<file path="src/rtl/arduino_gpio_debounce_if.sv">
// arduino_gpio_debounce_if: pin/level bundle between the Arduino header and the
// GPIO input path.
//   pin_in   : raw header pin levels (asynchronous to clk)
//   filt_out : debounced, registered pin levels
//   change   : one-cycle strobe per bit on each accepted level update
// Modports: master drives pins and observes results; slave is the debouncer.
interface arduino_gpio_debounce_if #(
  parameter int unsigned WIDTH = 16
);
  logic [WIDTH-1:0] pin_in;
  logic [WIDTH-1:0] filt_out;
  logic [WIDTH-1:0] change;

  modport master (output pin_in, input filt_out, input change);
  modport slave  (input pin_in, output filt_out, output change);
endinterface

</file>
<file path="src/rtl/arduino_gpio_debounce.sv">
// arduino_gpio_debounce: two-flop synchroniser plus tick-sampled debounce for
// each Arduino header pin. A new level is accepted after STABLE_CNT
// consecutive prescaler ticks that all disagree with the current output.
// Ports:
//   clk      : system clock
//   reset_n  : synchronous, active-low reset
//   bus      : arduino_gpio_debounce_if.slave (pin_in in; filt_out, change out)
// Optional feature macro: ARDUINO_DEBOUNCE_CHANGE_EN
//   defined   -> registered per-bit change strobes
//   undefined -> change tied to zero, no strobe flops
module arduino_gpio_debounce #(
  parameter int unsigned WIDTH      = 16,
  parameter int unsigned PRESCALE   = 500,
  parameter int unsigned STABLE_CNT = 4
) (
  input  logic                      clk,
  input  logic                      reset_n,
  arduino_gpio_debounce_if.slave    bus
);

  localparam int unsigned CNT_W = $clog2(STABLE_CNT + 1);
  localparam int unsigned PRE_W = (PRESCALE > 1) ? $clog2(PRESCALE) : 1;

  logic [WIDTH-1:0]             sync1_q;
  logic [WIDTH-1:0]             sync2_q;
  logic [PRE_W-1:0]             pre_q;
  logic                         tick;
  logic [WIDTH-1:0][CNT_W-1:0]  cnt_q;
  logic [WIDTH-1:0][CNT_W-1:0]  cnt_d;
  logic [WIDTH-1:0]             filt_q;
  logic [WIDTH-1:0]             filt_d;

  // Synchroniser and sample-tick prescaler
  always_ff @(posedge clk) begin
    if (!reset_n) begin
      sync1_q <= '0;
      sync2_q <= '0;
      pre_q   <= '0;
    end else begin
      sync1_q <= bus.pin_in;
      sync2_q <= sync1_q;
      pre_q   <= tick ? '0 : pre_q + PRE_W'(1);
    end
  end

  assign tick = (pre_q == PRE_W'(PRESCALE - 1));

`ifdef ARDUINO_DEBOUNCE_CHANGE_EN
  logic [WIDTH-1:0] chg_q;
  logic [WIDTH-1:0] chg_d;
`endif

  // Per-channel qualification; a return to the current level restarts the count
  always_comb begin
    cnt_d  = cnt_q;
    filt_d = filt_q;
`ifdef ARDUINO_DEBOUNCE_CHANGE_EN
    chg_d  = '0;
`endif
    if (tick) begin
      for (int i = 0; i < int'(WIDTH); i++) begin
        if (sync2_q[i] == filt_q[i]) begin
          cnt_d[i] = '0;
        end else if (cnt_q[i] == CNT_W'(STABLE_CNT - 1)) begin
          filt_d[i] = sync2_q[i];
          cnt_d[i]  = '0;
`ifdef ARDUINO_DEBOUNCE_CHANGE_EN
          chg_d[i]  = 1'b1;
`endif
        end else begin
          cnt_d[i] = cnt_q[i] + CNT_W'(1);
        end
      end
    end
  end

  // Debounce state and outputs
  always_ff @(posedge clk) begin
    if (!reset_n) begin
      cnt_q  <= '0;
      filt_q <= '0;
    end else begin
      cnt_q  <= cnt_d;
      filt_q <= filt_d;
    end
  end

`ifdef ARDUINO_DEBOUNCE_CHANGE_EN
  // Strobe register; cleared on every cycle without an update
  always_ff @(posedge clk) begin
    if (!reset_n) begin
      chg_q <= '0;
    end else begin
      chg_q <= chg_d;
    end
  end

  assign bus.change = chg_q;
`else
  assign bus.change = '0;
`endif

  assign bus.filt_out = filt_q;

endmodule

</file>
<file path="src/flat_wrapper.sv">
// flat-port wrapper written by rule: the top's interface ports become plain ports
module arduino_gpio_debounce_flat 
#(
  parameter int unsigned WIDTH      = 16,
  parameter int unsigned PRESCALE   = 500,
  parameter int unsigned STABLE_CNT = 4
)
  (clk, reset_n, bus_pin_in, bus_filt_out, bus_change);
  arduino_gpio_debounce_if #(.WIDTH(WIDTH)) bus_i ();
  input  logic clk;
  input  logic reset_n;
  input wire logic [$bits(bus_i.pin_in)-1:0] bus_pin_in;
  output wire logic [$bits(bus_i.filt_out)-1:0] bus_filt_out;
  output wire logic [$bits(bus_i.change)-1:0] bus_change;
  assign bus_i.pin_in = bus_pin_in;
  assign bus_filt_out = bus_i.filt_out;
  assign bus_change = bus_i.change;
  arduino_gpio_debounce #(.WIDTH(WIDTH), .PRESCALE(PRESCALE), .STABLE_CNT(STABLE_CNT)) u_core (.clk(clk), .reset_n(reset_n), .bus(bus_i));
endmodule
</file>
<file path="config.mk">
export PLATFORM = sky130hd
export DESIGN_NAME = arduino_gpio_debounce_flat
export DESIGN_NICKNAME = d
export VERILOG_FILES = /design/src/rtl/arduino_gpio_debounce_if.sv /design/src/rtl/arduino_gpio_debounce.sv /design/src/flat_wrapper.sv
export SDC_FILE = /design/constraint.sdc
export NUM_CORES = 1
export LEC_CHECK = 0
export CAP_MARGIN = 20
export CORE_MARGIN = 1
export CORE_UTILIZATION = 55
export DETAILED_ROUTE_END_ITERATION = 8
export MAX_ROUTING_LAYER = met4
export PLACE_DENSITY = 0.9
export SLEW_MARGIN = 20
export SYNTH_ARGS = -nofsm -noshare
export SYNTH_HDL_FRONTEND = slang
export SYNTH_SLANG_ARGS = --single-unit
</file>
<file path="constraint.sdc">
create_clock -name clk -period 2.1 [get_ports clk]
set_input_delay 0.525 -clock clk [delete_from_list [all_inputs] [get_ports clk]]
set_output_delay 0.525 -clock clk [all_outputs]
set_load 0.1 [all_outputs]
</file>
==> impl_metrics.json <==
{
  "status": "complete, no violations",
  "min_path_cells": 2,
  "ys_warn_count": 0,
  "critPathMaxFanout": 18,
  "grt_pass1_wl_mm": 13.0,
  "maxCapViolCount": 0,
  "ant_nets": 0,
  "row_count": 31,
  "initial_utilization_pct": 58.4,
  "critPathArrivalTime_ps": 2250,
  "hold_class": "reg -> reg",
  "setup_tns_ps": 0,
  "die_h_um": 90.7,
  "fp.dieArea_um2": 8230,
  "final_nets": 509,
  "clockRootBuffer": "clkbuf_8",
  "drc_errors": 0,
  "clock_skew_ps": 14.3,
  "grt_util_all_layers_pct": 20.0,
  "drt_iter0_drc": 112,
  "critPathLaunchType": "register",
  "drt_first_pass_iters": 4,
  "ys_ff_latch": 105,
  "seq_area_frac_synth_pct": 48.6,
  "synth_ff_type": "dfxtp_1",
  "hold_viol_final": 0,
  "postCtsHoldBufs": 0,
  "cts_tree": "built",
  "yosysTopAreaCell": "dfxtp_1",
  "stdcell_count": 578,
  "routed_wl_mm": 7.62,
  "vias": 3112,
  "die_w_um": 90.7,
  "rsz0062_at_grt": "no",
  "drv_slew": 0,
  "dpl.hpwl_mm": 5.08,
  "wire_per_inst_um": 13.2,
  "area.growth.synth_to_final_pct": 12.5,
  "clockBufferDepth": 2,
  "setup_viol": 0,
  "period_needed_ps": 1960,
  "fmax_mhz": 511,
  "worst_ep_required_time_ps": 2390,
  "power_density_nw_per_um2": 719,
  "peakVddDrop_uv": 633,
  "ys_types": 35,
  "diodes": 0,
  "cts_setup_buffers": 0,
  "num_io_pins": 50,
  "insertion_delay_ps": 370,
  "clkTransAtPathRegs_ps": 100,
  "critPathCaptureType": "register",
  "syn_inst": 446,
  "ff2ff_path_depth": 5,
  "synth.avg_cell_area_um2": 9.70,
  "synth_top_area_share_pct": 48.6,
  "cts_made_buffers": 9,
  "via_per_inst": 5.38,
  "setup.worst_path.class": "reg -> reg",
  "drive_gt1_share_pct": 9.81,
  "synth-async-reset-ratio_pct": 0,
  "grt_pass1_vias": 2955,
  "grt_overflow": 0,
  "htreeDepth": 3,
  "portBuffers": 33,
  "synth_area_leaders": "dfxtp_1 49%, ha_1 4.9%, a21boi_0 4.9%",
  "placed_cells": 561,
  "clock-sinks": 105,
  "gp_congestion": 0.814,
  "grt_max_degree": 52,
  "syn_area_um2": 4330,
  "p_leak_nw": 1.91,
  "antenna_found_initial": 0,
  "coreArea_um2": 7410,
  "synth_edf_count": 0,
  "final.period_utilization_pct": 93.2
}
[cell families after synthesis]
| group | after synthesis | share of synthesized area (%) |
|---|---|---|
| buf+inv | 42 | 5.21 |
| xor+xnor | 20 | 4.05 |
| other cells | 1 | 0.0867 |
| fa+ha+maj | 17 | 4.92 |
| simple gates | 174 | 23.2 |
| flops | 105 | 48.6 |
| compound gates | 87 | 14.0 |
[cells in the final DEF (no fill, tap or decap), types with 2 or more instances in the layout]
cell	synthesis	layout
a21boi_0	28	28
a21boi_1	4	4
a21oi_1	10	10
a41o_1	3	3
and2_1	33	33
and3_1	12	12
buf_12	0	2
buf_4	16	22
clkbuf_8	0	11
clkdlybuf4s50_1	0	16
conb_1	1	16
dfxtp_1	105	105
ha_1	17	16
inv_1	2	2
inv_6	0	2
nand2_1	55	55
nand2b_1	18	18
nand3_1	11	11
nand3b_1	3	3
nand4b_1	13	13
nor2_1	11	10
nor2b_1	4	4
nor3_1	2	2
o211ai_1	13	13
o21ai_0	13	13
o31ai_1	13	13
or4b_1	8	8
xnor2_1	15	15
xor2_1	5	5
[routing by layer]
metal | vias to the layer above | global-route usage [%] | share of wire (%)
li1 | 1573 | - | -
met5 | - | - | 0
met1 | 1470 | 22.7 | 45
met3 | 11 | 5.39 | 3.6
met2 | 58 | 33.9 | 50
met4 | 0 | 6.59 | 1.5
[final cells by class]
type	count	area (um^2)
flip-flops and latches	105	2100
multi-input cells	315	2070
clock inverters	5	45.0
fillers	581	2540
inverters	2	7.51
clock buffers	11	151
repair buffers	41	370
well taps	99	124
[worst max-delay path: stages, from the launching register on]
cell,delay [ps]
dfxtp_1,390
ha_2,250
nand4bb_4,150
or2_4,380
or4b_1,530
a21boi_0,180
[worst paths after layout]
| kind | start | to | slack [ps] |
|---|---|---|---|
| max | u_core.pre_q[0] | u_core.cnt_q[9] | 140 |
| max reg2reg | u_core.pre_q[0] | u_core.cnt_q[9] | 140 |
| min | u_core.cnt_q[8] | u_core.cnt_q[8] | 430 |
| min reg2reg | u_core.cnt_q[8] | u_core.cnt_q[8] | 430 |
[cells in the mapped netlist (2+ instances only)]
library cell and number:
nand4b_1 13, a21oi_1 10, nor2b_1 4, nor2_1 11, xnor2_1 15, or4b_1 8, o21ai_0 13, nor3_1 2
o211ai_1 13, nand3_1 11, xor2_1 5, and2_1 33, nand2_1 55, nand3b_1 3, ha_1 17, inv_1 2
a41o_1 3, dfxtp_1 105, nand2b_1 18, a21boi_0 28, buf_4 16, clkbuf_1 22, o31ai_1 13, a21boi_1 4
and3_1 12
[state kept, by name, indices dropped and copies added, names as in the netlist]
signal and flops:
u_core.bus.filt_out 16, u_core.pre_q 9, u_core.sync1_q 16, u_core.sync2_q 16, u_core.cnt_q 48
[repair_timing]
item	4_1_cts	5_1_grt
resized for setup	0	1
endpoints found under the setup margin	0	6
endpoints found under the hold margin	0	0
[through the flow]
stage | setup slack (ps) | instance area [um^2] | hold slack, ps | util (%) | total power (W)
after global placement | 199 | 4660 | 414 | 62.9 | 0.00233
final | 142 | 4870 | 432 | 65.7 | 0.00350
after detailed placement | 117 | 4660 | 417 | 62.9 | 0.00234
after CTS | 65.5 | 4860 | 435 | 65.6 | 0.00354
after floorplan | 262 | 4380 | 407 | - | 0.00230
after global routing | 31.1 | 4870 | 457 | 65.7 | 0.00364
[report_power, final]
group	total, W	switching [W]	internal (W)	leakage (nW)
Sequential	0.00204	0.0000163	0.00202	0.853
Clock	0.00121	0.000697	0.000515	0.0985
Combinational	0.000249	0.000178	0.0000712	0.956
Total	0.00350	0.000891	0.00261	1.91
(Power assumes the default switching activity.)
